## src/rtl/uart_rx_fifo.sv

```systemverilog
// uart_rx_fifo: oversampling UART receiver with parity checking, line-break
// detection and a first-word-fall-through receive FIFO. Single clock domain;
// rxd is the only asynchronous input and is synchronised on entry.
module uart_rx_fifo #(
    parameter int DATA_BITS  = 8,
    parameter int PARITY     = 0,
    parameter int OVERSAMPLE = 16,
    parameter int DIV_W      = 8,
    parameter int FIFO_DEPTH = 4
) (
    input  logic                 clk,
    input  logic                 reset,
    input  logic                 rxd,
    input  logic [DIV_W-1:0]     baud_div,
    output logic [DATA_BITS-1:0] rd_data,
    output logic                 rd_valid,
    input  logic                 rd_ready,
    output logic                 parity_err,
    output logic                 frame_err,
    output logic                 overrun_err,
    output logic                 break_strobe
);

    localparam int AW = $clog2(FIFO_DEPTH);
    localparam int TW = $clog2(OVERSAMPLE);
    localparam int BW = $clog2(DATA_BITS);

    localparam logic [TW-1:0] MID_TICK  = TW'(OVERSAMPLE / 2 - 1);
    localparam logic [TW-1:0] LAST_TICK = TW'(OVERSAMPLE - 1);
    localparam logic [BW-1:0] LAST_BIT  = BW'(DATA_BITS - 1);
    localparam logic          ODD_PARITY = (PARITY == 1);
    localparam logic          HAS_PARITY = (PARITY != 0);

    localparam logic [2:0] ST_IDLE       = 3'd0;
    localparam logic [2:0] ST_START      = 3'd1;
    localparam logic [2:0] ST_DATA       = 3'd2;
    localparam logic [2:0] ST_PARITY     = 3'd3;
    localparam logic [2:0] ST_STOP       = 3'd4;
    localparam logic [2:0] ST_BREAK_WAIT = 3'd5;

    // Synchroniser and baud tick
    logic             sync1;
    logic             rx_s;
    logic [DIV_W-1:0] div_cnt;
    logic             tick;

    // Receiver state
    logic [2:0]           state;
    logic [TW-1:0]        tick_cnt;
    logic [BW-1:0]        bit_cnt;
    logic [DATA_BITS-1:0] shift_reg;
    logic                 par_bit;
    logic                 par_flag;

    // Frame completion events, all qualified by the mid-stop-bit tick
    logic stop_sample;
    logic data_zero;
    logic is_break;
    logic push_req;
    logic frame_bad;
    logic parity_bad;

    // FIFO
    logic [DATA_BITS-1:0] mem [FIFO_DEPTH];
    logic [AW:0]          wr_ptr;
    logic [AW:0]          rd_ptr;
    logic                 empty;
    logic                 full;
    logic                 pop;
    logic                 push_ok;

    // Two-flop synchroniser; idles high so reset never looks like a start bit
    always_ff @(posedge clk) begin
        if (reset) begin
            sync1 <= 1'b1;
            rx_s  <= 1'b1;
        end else begin
            sync1 <= rxd;
            rx_s  <= sync1;
        end
    end

    assign tick = (div_cnt == '0);

    // Oversample tick down-counter; baud_div only takes effect on reload
    always_ff @(posedge clk) begin
        if (reset) begin
            div_cnt <= baud_div;
        end else if (tick) begin
            div_cnt <= baud_div;
        end else begin
            div_cnt <= div_cnt - DIV_W'(1);
        end
    end

    // Receive FSM: advances only on oversample ticks, samples at mid-bit
    always_ff @(posedge clk) begin
        if (reset) begin
            state     <= ST_IDLE;
            tick_cnt  <= '0;
            bit_cnt   <= '0;
            shift_reg <= '0;
            par_bit   <= 1'b0;
            par_flag  <= 1'b0;
        end else if (tick) begin
            case (state)
                ST_IDLE: begin
                    if (!rx_s) begin
                        state    <= ST_START;
                        tick_cnt <= '0;
                        bit_cnt  <= '0;
                        par_bit  <= 1'b0;
                        par_flag <= 1'b0;
                    end
                end
                ST_START: begin
                    if (tick_cnt == MID_TICK) begin
                        tick_cnt <= '0;
                        state    <= rx_s ? ST_IDLE : ST_DATA;
                    end else begin
                        tick_cnt <= tick_cnt + TW'(1);
                    end
                end
                ST_DATA: begin
                    if (tick_cnt == LAST_TICK) begin
                        tick_cnt  <= '0;
                        shift_reg <= {rx_s, shift_reg[DATA_BITS-1:1]};
                        if (bit_cnt == LAST_BIT) begin
                            bit_cnt <= '0;
                            state   <= HAS_PARITY ? ST_PARITY : ST_STOP;
                        end else begin
                            bit_cnt <= bit_cnt + BW'(1);
                        end
                    end else begin
                        tick_cnt <= tick_cnt + TW'(1);
                    end
                end
                ST_PARITY: begin
                    if (tick_cnt == LAST_TICK) begin
                        tick_cnt <= '0;
                        par_bit  <= rx_s;
                        par_flag <= ((^shift_reg) ^ rx_s) != ODD_PARITY;
                        state    <= ST_STOP;
                    end else begin
                        tick_cnt <= tick_cnt + TW'(1);
                    end
                end
                ST_STOP: begin
                    if (tick_cnt == LAST_TICK) begin
                        tick_cnt <= '0;
                        state    <= rx_s ? ST_IDLE : ST_BREAK_WAIT;
                    end else begin
                        tick_cnt <= tick_cnt + TW'(1);
                    end
                end
                ST_BREAK_WAIT: begin
                    if (rx_s) begin
                        state <= ST_IDLE;
                    end
                end
                default: begin
                    state <= ST_IDLE;
                end
            endcase
        end
    end

    // Classify the completed frame at the stop-bit sample: word, break or framing fault
    always_comb begin
        stop_sample = (state == ST_STOP) && tick && (tick_cnt == LAST_TICK);
        data_zero   = (shift_reg == '0) && (!HAS_PARITY || !par_bit);
        is_break    = stop_sample && !rx_s && data_zero;
        push_req    = stop_sample && !is_break;
        frame_bad   = stop_sample && !rx_s && !data_zero;
        parity_bad  = stop_sample && par_flag && !is_break;
    end

    assign empty    = (wr_ptr == rd_ptr);
    assign full     = (wr_ptr[AW] != rd_ptr[AW]) &&
                      (wr_ptr[AW-1:0] == rd_ptr[AW-1:0]);
    assign rd_valid = !empty;
    assign pop      = rd_valid && rd_ready;
    assign push_ok  = push_req && (!full || pop);
    assign rd_data  = rd_valid ? mem[rd_ptr[AW-1:0]] : '0;

    // FIFO storage; a simultaneous pop frees the slot a full-FIFO push lands in
    always_ff @(posedge clk) begin
        if (push_ok) begin
            mem[wr_ptr[AW-1:0]] <= shift_reg;
        end
    end

    // FIFO pointers with an extra wrap bit to tell full from empty
    always_ff @(posedge clk) begin
        if (reset) begin
            wr_ptr <= '0;
            rd_ptr <= '0;
        end else begin
            if (push_ok) begin
                wr_ptr <= wr_ptr + (AW+1)'(1);
            end
            if (pop) begin
                rd_ptr <= rd_ptr + (AW+1)'(1);
            end
        end
    end

    // Registered status pulses, aligned with the cycle rd_valid reflects the push
    always_ff @(posedge clk) begin
        if (reset) begin
            parity_err   <= 1'b0;
            frame_err    <= 1'b0;
            overrun_err  <= 1'b0;
            break_strobe <= 1'b0;
        end else begin
            parity_err   <= parity_bad;
            frame_err    <= frame_bad;
            overrun_err  <= push_req && !push_ok;
            break_strobe <= is_break;
        end
    end

endmodule

```

## config.mk

```make
export PLATFORM = sky130hd
export DESIGN_NAME = uart_rx_fifo
export DESIGN_NICKNAME = d
export VERILOG_FILES = /design/src/rtl/uart_rx_fifo.sv
export SDC_FILE = /design/constraint.sdc
export NUM_CORES = 1
export LEC_CHECK = 0
export CAP_MARGIN = 10
export CORE_UTILIZATION = 58
export CTS_CLUSTER_DIAMETER = 40
export DETAILED_ROUTE_END_ITERATION = 8
export PLACE_DENSITY = 0.91
export SKIP_LAST_GASP = 1
export SYNTH_ARGS = -nofsm -noshare
export SYNTH_HDL_FRONTEND = slang
export SYNTH_SLANG_ARGS = --single-unit
```

## constraint.sdc

```tcl
create_clock -name clk -period 2.3 [get_ports clk]
set_input_delay 0.46 -clock clk [delete_from_list [all_inputs] [get_ports clk]]
set_output_delay 0.46 -clock clk [all_outputs]
set_load 0.1 [all_outputs]
```

After elaboration in Yosys (flattened, before gate mapping):

Memory sizes are Yosys's and may differ from the RTL's. A register that Yosys moved wholly into a read port is not among the register bits.
Cells that the tools add are included.

* register bits after elaboration: 39
* memory bits (writable): 32
* input bits: 12
* output and inout bits: 13
* word-level logic and storage cells: 99
* memories: 1

* add/sub/neg operators: 5
* equal/unequal tests: 18
* multiplexer cells: 28
* bitwise gates (word level): 1
* reduce and logical (&&, ||, !) cells: 32

Memory list
* mem: words 4, width 8, read ports 1, clocked after memory_dff 1, write ports 1, line 64 `logic [DATA_BITS-1:0] mem [FIFO_DEPTH];`

Operator list (number)
* 2-to-1 mux 3 bit: 11
* 2-to-1 mux 8 bit: 3
* case mux 3 bit (6 select lines): 1
* logical NOT 8 bit: 2
* != test 2 bit (second input constant): 7
* logical AND 1 bit: 12
* 2-to-1 mux 4 bit: 3
* case mux 4 bit (3 select lines): 1
* adder 3 x 1 -> 3 bit (second input constant): 3
* == test 3 bit (second input constant): 3
* AND reduction 4 bit: 2
* AND reduction 8 bit: 1
* parity 8 bit: 1
* subtractor 8 x 1 -> 8 bit (second input constant): 1
* == test 3 x 2 -> 1 bit (second input constant): 2
* logical NOT 1 bit: 6
* 2-to-1 mux 2 bit: 3
* case mux 3 bit (2 select lines): 1
* AND reduction 3 bit: 2
* adder 4 x 1 -> 4 bit (second input constant): 1
* == test 4 x 3 -> 1 bit (second input constant): 1
* == test 4 bit (second input constant): 1
* 2-to-1 mux 1 bit: 4
* nonzero test 2 bit: 2
* other kinds (10): 10

Logic depth before layout (Yosys ltp):

Gate-level depths: netlist (run 1).

* depth after elaboration: 10
* gate-level depth with buffers: 7
* depth with buffers taken out: 6

Least setup slack after synthesis (run 1):

No wires, ideal clock.

* kind: register to output
* from: register wr_ptr[0]
* to: output port rd_data[0]
* arrival time: 2.197 ns
* data required time: 1.840 ns
* slack: -0.357 ns
* cell stages (with the launch flop): 4
* buffers on the path: 0
* cells stage by stage: dfxtp_1 > xor2_1 > nor3_1 > nor2b_1

* cells in the longest elaborated chain, start to end: 2

RTL lines
* start: declaration: line 65 `logic [AW:0] wr_ptr;`
* start signal: assignment: line 200 `wr_ptr <= wr_ptr + (AW+1)'(1);`
* == test 3 bit: line 178 `assign empty = (wr_ptr == rd_ptr);`
* 2-to-1 mux 8 bit: line 184 `assign rd_data = rd_valid ? mem[rd_ptr[AW-1:0]] : '0;`
* end: declaration: line 15 `output logic [DATA_BITS-1:0] rd_data,`

No other way between the ends.

==> metrics.txt, run 1 <==
Clk Latency, worst-skew pair=0.33 ns; buffers and inverters on the worst path=1; clk buf depth=2; DP HPWL=4559 um; clk_skew=0.008530 ns; Worst Max-Slew Pin Slew=0.9310 ns; fin crit share=94.83%; Die Wd=78.72 um; share of layout cells above drive strength 1=19.40%; Synth area leader=edfxtp_1; Util after Layout=72.95%; initial antenna violation count=0; met3 Use GR=5.517%; die height=78.72 um; synthesized netlist cell count=299; IO buf count=24; Worst EP arrival=1.72 ns; vias in the first global route=2,395; Final Non-Filler Cells=407; Cell Rows=27; Routed wire per std cell=15.66 um; Via density=5.850; Hold WS=0.4289 ns; pin count of the biggest net entering global routing=36; Initial Utilization=61.23%; first-pass GRT wire length=10,810 um; sequential cell area fraction in the yosys report=52.20%; power per cell area=592.9 nW/um^2; most frequent cells in the layout=dfxtp_1 (40), edfxtp_1 (32), nor2_1 (28), inv_1 (16); drt total wl=6374 um; reg2reg setup slack=0.14 ns; status=completed; HP Start=sync1; CTS clk-pin slew, worst paths=0.07 ns; Total GRT Usage=22.92%; r2r worst-path depth=7; Slowest cell on crit path=mux4_2; RSZ-0062 raised after global routing=no; DRT iter0 DRCs=125; Final setup viols=0; grt ovf=0; DRC Markers=0; CTS buffer count=9; Via Count=2,381; GPL Wtd Cong=0.8573; FFs w/ async S/R, synth=0%; TritonCTS clock tree=done; max reg flops=32; antenna cells=0; Final Slew Violations=0; Syn Area/Cell=11.42 sq um; max incr delay on CP=0.54 ns; Worst R2R Start=div_cnt[0]; peak supply drop=0.0004382 V; Hold Fails Final Rpt=0; Synth Net Count=325; top post-synthesis cells by area=edfxtp_1 (28%), dfxtp_1 (24%), mux4_2 (5.3%); CP Class=flop to output port; RR Endpoint=div_cnt[6]; Worst Path Max Fanout=8; die area=6196 sq um; area delta synth->final=19.13%; #FFs+latches synth=73; CP Cell Sequence=mux4_2, nor2b_1, buf_12; Critical Path End Type=output port; Post-CTS Setup Inserts=0; Rel. slew slack=37.93%; I/O pin count=25; level count of the clock H-tree=3; Core Area=5574 sq um; cell depth of the worst hold path=1; delay-heaviest family, CP=multiplexers; Max Cap Violations=0; P_leak=1.539 nW; fmax=458.5 MHz; yosys synthesis warning count=0; clk sinks=73; grt met1 use=25.77%; post-synth cell types=54; Routed Antenna Nets=0; Synth top area share=28.15%; Tmin final=2.181 ns; Post-synth EDFFs=32; Nets=356; Min-Delay Path Class=flop to flop; Min-Delay Endpoint=rx_s; GRT met2 Usage=41.39%; placed cells=391; drt first pass iters=5; Top FF cell, synth=dfxtp_1; commonest non-fill, non-tap cell in the layout=dfxtp_1; Root Buffer=clkbuf_8; grt peak-use layer=met2; synthesized area=3413 sq um; crit path launch type=flop; WP data required=1.84 ns
power breakdown:
part | internal, W | total (W) | switching (W)
clock network | 0.000487 | 0.000921 | 0.000434
registers | 0.00136 | 0.00139 | 0.0000261
logic | 0.0000520 | 0.000104 | 0.0000520
layer usage:
| layer | part of all wire, % | vias to the layer above |
|---|---|---|
| met5 | 0 | - |
| met4 | 2.3 | 0 |
| met2 | 54 | 53 |
| li1 | - | 1162 |
| met1 | 41 | 1152 |
| met3 | 2.6 | 14 |
repair_timing:
item / 4_1_cts / 5_1_grt
gates resized for setup: 3 / 2
hold buffers: 0 / 0
cloned: 0 / 0
setup endpoints to repair: 9 / 8
stage by stage:
| stage | cell area [sq um] | setup TNS [ns] | worst slack (ns) | power [W] |
|---|---|---|---|---|
| after floorplan | 3413 | -2.858 | -0.3572 | 0.001472 |
| after global placement | 3852 | 0 | 0.1159 | 0.001510 |
| after detailed placement | 3852 | -0.03367 | -0.01660 | 0.001516 |
| after CTS | 4051 | 0 | 0.01917 | 0.002421 |
| after global routing | 4066 | 0 | 0.00008671 | 0.002500 |
| final | 4066 | 0 | 0.1189 | 0.002411 |
final cells by class:
class,instances,area (sq um)
clock inverters,2,12.51
multi-input cells,195,1531
clock buffers,14,173.9
well taps,72,90.09
fillers,363,1508
repair buffers,35,415.4
flip-flops and latches,73,1783
inverters,16,60.06
worst reg2reg max path, cell delays in order (launching register included):
cell	delay, ns
dfxtp_1	0.37
inv_1	0.07
ha_1	0.20
nor3b_2	0.17
buf_4	0.17
a21oi_1	0.75
nor2_1	0.15
a21oi_1	0.20
synthesized netlist by cell type, types with 4 or more instances:
library cell   n
a21oi_1       14
nor4_1         5
clkbuf_1       9
nor2b_1        9
nand4_1       10
mux2i_1       10
and2_1         4
nor2_1        28
xor2_1         8
dfxtp_1       41
ha_1          14
nand2_1       11
o21ai_0       12
o31ai_1        4
nand3_1        4
or2_2          4
inv_1         16
xnor2_1        7
edfxtp_1      32
buf_2          5
mux4_2         8
nor3_1         4
worst max-delay path by stage:
stage                  to  slack (ns)  cells past startpoint
4_1_cts        rd_data[1]        0.02                      4
5_1_grt        rd_data[1]     0.00009                      3
2_1_floorplan  rd_data[0]       -0.36                      3
3_3_place_gp     rd_valid        0.12                      4
6_report       rd_data[2]        0.12                      3
3_5_place_dp   rd_data[1]       -0.02                      4
logic make-up (layout without fill, tap and decap cells):
group	Yosys count	in the layout	synth area share, %
XOR/XNOR	15	15	3.849
adder cells (fa/ha/maj)	14	14	5.132
AND/OR/NAND/NOR	99	99	16.79
AO/OA/AOI/OAI	48	48	9.788
flip-flops	73	73	52.20
buffers and inverters	31	67	3.702
multiplexers	19	19	8.541
No activity file was read; power rests on OpenSTA's default activity.
==> run 2, diff against run 1 <==
- CORE_ASPECT_RATIO: default -> 0.6
==> run 2 against run 1 <==
  * Critical path depth rose by 1
  * Power rose by 11%
  * Die area rose by 0.15%
  * Combinational power barely moved
  * Largest power group unchanged
  * Highest routed layer unchanged
==> metrics.txt, run 2 (synthesized netlist as in run 1, its figures left out) <==
Fillers=346; DP Worst Slack=-0.004263 ns; most frequent cells in the layout=dfxtp_1 (40), edfxtp_1 (32), nor2_1 (28), buf_4 (17), inv_1 (16); vias in the first global route=2,427; setup ws final=0.06048 ns; first-pass GRT wire length=12,120 um; fin crit share=97.37%; commonest non-fill, non-tap cell in the layout=dfxtp_1; fmax=446.5 MHz; Die Wd=101.0 um; crit path launch type=flop; Clk Latency, worst-skew pair=0.35 ns; CP Class=flop to output port; DRT iter0 DRCs=198; TritonCTS clock tree=done; Routed wire per std cell=18.76 um; Slowest cell on crit path=mux4_2; Total GRT Usage=27.38%; die area=6206 sq um; die height=61.42 um; Worst EP arrival=1.78 ns; Final setup viols=0; Tmin final=2.240 ns; Util after Layout=74.19%; max incr delay on CP=0.53 ns; Initial Utilization=60.70%; initial antenna violation count=0; level count of the clock H-tree=3; area delta synth->final=22.21%; post-placement cell area=3872 sq um; status=completed; power per cell area=641.8 nW/um^2; Worst Max-Slew Pin Slew=0.7536 ns; Min-Delay Path Class=flop to flop; Post-CTS Setup Inserts=0; Root Buffer=clkbuf_8; grt ovf=0; P_leak=1.593 nW; peak supply drop=0.0003849 V; pin count of the biggest net entering global routing=21; Hold-fix buffers, CTS=0; clk buf depth=2; Rel. slew slack=48.46%; Worst Path Max Fanout=8; Final Slew Violations=0; clk sinks=73; max reg flops=32; antenna cells=0; Via density=6.146; DP HPWL=5294 um; CP Cell Sequence=buf_12, mux4_2, nor2b_2, clkbuf_16; CTS clk-pin slew, worst paths=0.08 ns; I/O pin count=25; IO buf count=24; drt total wl=7843 um; Nets=359; Cell Rows=21; DRC Markers=0; Critical Path End Type=output port; share of layout cells above drive strength 1=22.19%; WP data required=1.84 ns; Routed Antenna Nets=0; CTS buffer count=9; clk_skew=0.01040 ns; Hold Fails Final Rpt=0; Max Cap Violations=0; multi-input logic area=1538 sq um; Via Count=2,569; drt first pass iters=5; Final Instance Area=4172 sq um; register area=1783 sq um; GPL Wtd Cong=0.8726; delay-heaviest family, CP=multiplexers; Final Power=0.002677 W; Core Area=5623 sq um; buffers and inverters on the worst path=2
-- run 2: what timing repair did --
item                       CTS  global route
pin swaps                    0             1
resized for setup            4             9
setup endpoints to repair    9            30
-- run 2: through the flow --
step	cells	setup TNS, ns	hold slack, ns
finish	418	0	0.4164
global route	418	-0.07013	0.4434
CTS	418	0	0.4156
detailed placement	402	-0.004263	0.3960
global placement	402	0	0.3915
floorplan	299	-2.858	0.3895
-- run 2: cell type report --
cell class / instances / share of cell area (%)
sequential: 73 / 42.74
multi-input combinational: 195 / 36.86
timing repair buffer: 38 / 10.62
clock buffer: 14 / 5.009
tap: 80 / 2.400
inverter: 16 / 1.440
clock inverter: 2 / 0.9298
-- run 2: path summary, 6_finish.rpt --
path	end	slack, ns	cells after the start	start
max	rd_data[7]	0.06	4	flop
min	rx_s	0.42	1	sync1
max reg2reg	mem[2][0]	0.09	6	shift_reg[2]
min reg2reg	rx_s	0.42	1	sync1
-- run 2: where the power goes --
group | switching (W) | total (W) | internal (W)
clock | 0.000480 | 0.00119 | 0.000707
sequential | 0.0000288 | 0.00139 | 0.00136
combinational | 0.0000505 | 0.000102 | 0.0000512
-- run 2: layer usage --
metal	global-route usage [%]	up-vias	routed length [um]	share of wire [%]
li1	-	1171	-	-
met1	34.04	1228	3310	42
met2	44.13	136	3516	45
met3	9.762	34	704	9.0
met4	12.63	0	312	4.0
met5	0	-	0	0
-- run 2: worst reg2reg max path: stages, from the launching register on --
cell and delay [ns]:
dfxtp_1 0.50, inv_1 0.09, ha_1 0.21, nand4_1 0.16
nor2_1 0.14, nor3_2 0.33, and2_1 0.43
==> run 3, diff against run 2 <==
- PLACE_DENSITY: 0.91 -> default
- PLACE_DENSITY_LB_ADDON: default -> 0.08
==> run 3 against run 2 <==
  * Critical path depth stayed put
  * Sequential power hardly changed
  * Critical path type unchanged
  * Highest routed layer unchanged
  * Clock skew is 0.0017 ns lower
  * Clock power is 26% lower
  * Combinational power hardly changed
  * Global-route usage is 2.1 points lower
  * Largest cell class unchanged
  * Largest power group unchanged
  * Count of clock-buffer cells in the layout is 3 lower
  * Register-to-register slack better by 0.09 ns
==> metrics.txt, run 3 (synthesized netlist as in run 1, its figures left out) <==
Routed wire per std cell=16.52 um; WP data required=1.84 ns; Rel. slew slack=54.44%; clk sinks=73; r2r worst-path depth=6; clk_skew=0.008670 ns; Clk Latency, worst-skew pair=0.34 ns; Via density=5.726; most frequent cells in the layout=dfxtp_1 (41), edfxtp_1 (32), nor2_1 (28), buf_4 (19), inv_1 (16); clk buf depth=2; die area=6206 sq um; HP Start=sync1; delay-heaviest family, CP=multiplexers; fin crit share=96.21%; Worst R2R Start=shift_reg[2]; Critical Path End Type=output port; fmax=451.9 MHz; Final Slew Violations=0; Hold-fix buffers, CTS=0; register area=1782 sq um; multi-input logic area=1534 sq um; level count of the clock H-tree=3; DRT iter0 DRCs=158; peak supply drop=0.0003718 V; Total GRT Usage=25.32%; Routed Antenna Nets=0; DRC Markers=0; Final setup viols=0; Fillers=402; antenna cells=0; post-CTS sizing=2; Min-Delay Path Class=flop to flop; Initial Utilization=60.70%; Worst EP arrival=1.75 ns; Worst Path Max Fanout=8; buffers and inverters on the worst path=2; RSZ-0062 raised after global routing=no; crit path launch type=flop; Tmin final=2.213 ns; initial antenna violation count=0; drt total wl=6939 um; vias in the first global route=2,181; setup tns final=0 ns; Worst Max-Slew Pin Slew=0.6762 ns; area delta synth->final=19.94%; Final Power=0.002366 W; Slowest cell on crit path=mux4_2; drt first pass iters=5; commonest non-fill, non-tap cell in the layout=dfxtp_1; max reg flops=32; Max Cap Violations=0; power per cell area=578.0 nW/um^2; Post-CTS Setup Inserts=0; Min-Delay Endpoint=rx_s; Root Buffer=clkbuf_8; grt ovf=0; DP HPWL=5105 um; Die Wd=101.0 um; I/O pin count=25; die height=61.42 um; CTS buffer count=9; TritonCTS clock tree=done; Via Count=2,405; status=completed; cell depth of the worst hold path=1; first-pass GRT wire length=11,210 um; RR Endpoint=mem[0][0]; Cell Rows=21; max incr delay on CP=0.53 ns; Hold Fails Final Rpt=0; CP Cell Sequence=buf_6, mux4_2, nor2b_1, buf_12; IO buf count=24; GPL Wtd Cong=0.7827; share of layout cells above drive strength 1=21.47%; pin count of the biggest net entering global routing=25; P_leak=1.563 nW; reg2reg setup slack=0.18 ns; Nets=361; CP Class=flop to output port; Core Area=5623 sq um; CTS clk-pin slew, worst paths=0.08 ns
[run 3: cell types whose count changed in the layout (fill, tap and decap cells not counted), sizes merged]
cell / change
clkbuf: -4
clkinv: +4
buf: +3
bufinv: -1
[run 3: area by class of cell]
cell class              count  share of cell area [%]
inverters                  16                   1.467
well taps                  80                   2.445
clock buffers              11                   3.454
multi-input cells         195                   37.47
repair buffers             40                   10.85
flip-flops and latches     73                   43.52
clock inverters             5                  0.7946
[run 3: worst max-delay path by stage]
stage,startpoint,end,slack (ns),depth (start not counted)
2_1_floorplan,wr_ptr[0],rd_data[0],-0.36,3
3_3_place_gp,wr_ptr[0],rd_valid,0.05,4
3_5_place_dp,wr_ptr[0],rd_valid,-0.06,4
4_1_cts,wr_ptr[0],rd_data[4],0.01,4
5_1_grt,shift_reg[1],mem[0][0],0.01,6
6_report,flop,rd_data[6],0.09,4
[run 3: routing by layer]
layer / track usage (%) / share of wire (%)
met4: 7.039 / 0.94
met5: 0 / 0
met1: 37.77 / 52
met2: 35.71 / 41
met3: 7.719 / 6.4
[run 3: power by group]
part           internal [W]  switching (W)   total, W
clock              0.000419       0.000463   0.000882
sequential          0.00136      0.0000260    0.00139
combinational     0.0000516      0.0000470  0.0000986
[run 3: metrics by stage]
stage	cells	setup WS (ns)	hold WS, ns	utilization [%]	instance area, sq um
after floorplan	299	-0.3572	0.3895	-	3413
after global placement	404	0.04551	0.3922	69.14	3887
after detailed placement	404	-0.06407	0.3933	69.14	3887
after CTS	420	0.01431	0.4122	72.43	4073
after global routing	420	0.009815	0.4194	72.81	4094
final	420	0.08728	0.4101	72.81	4094
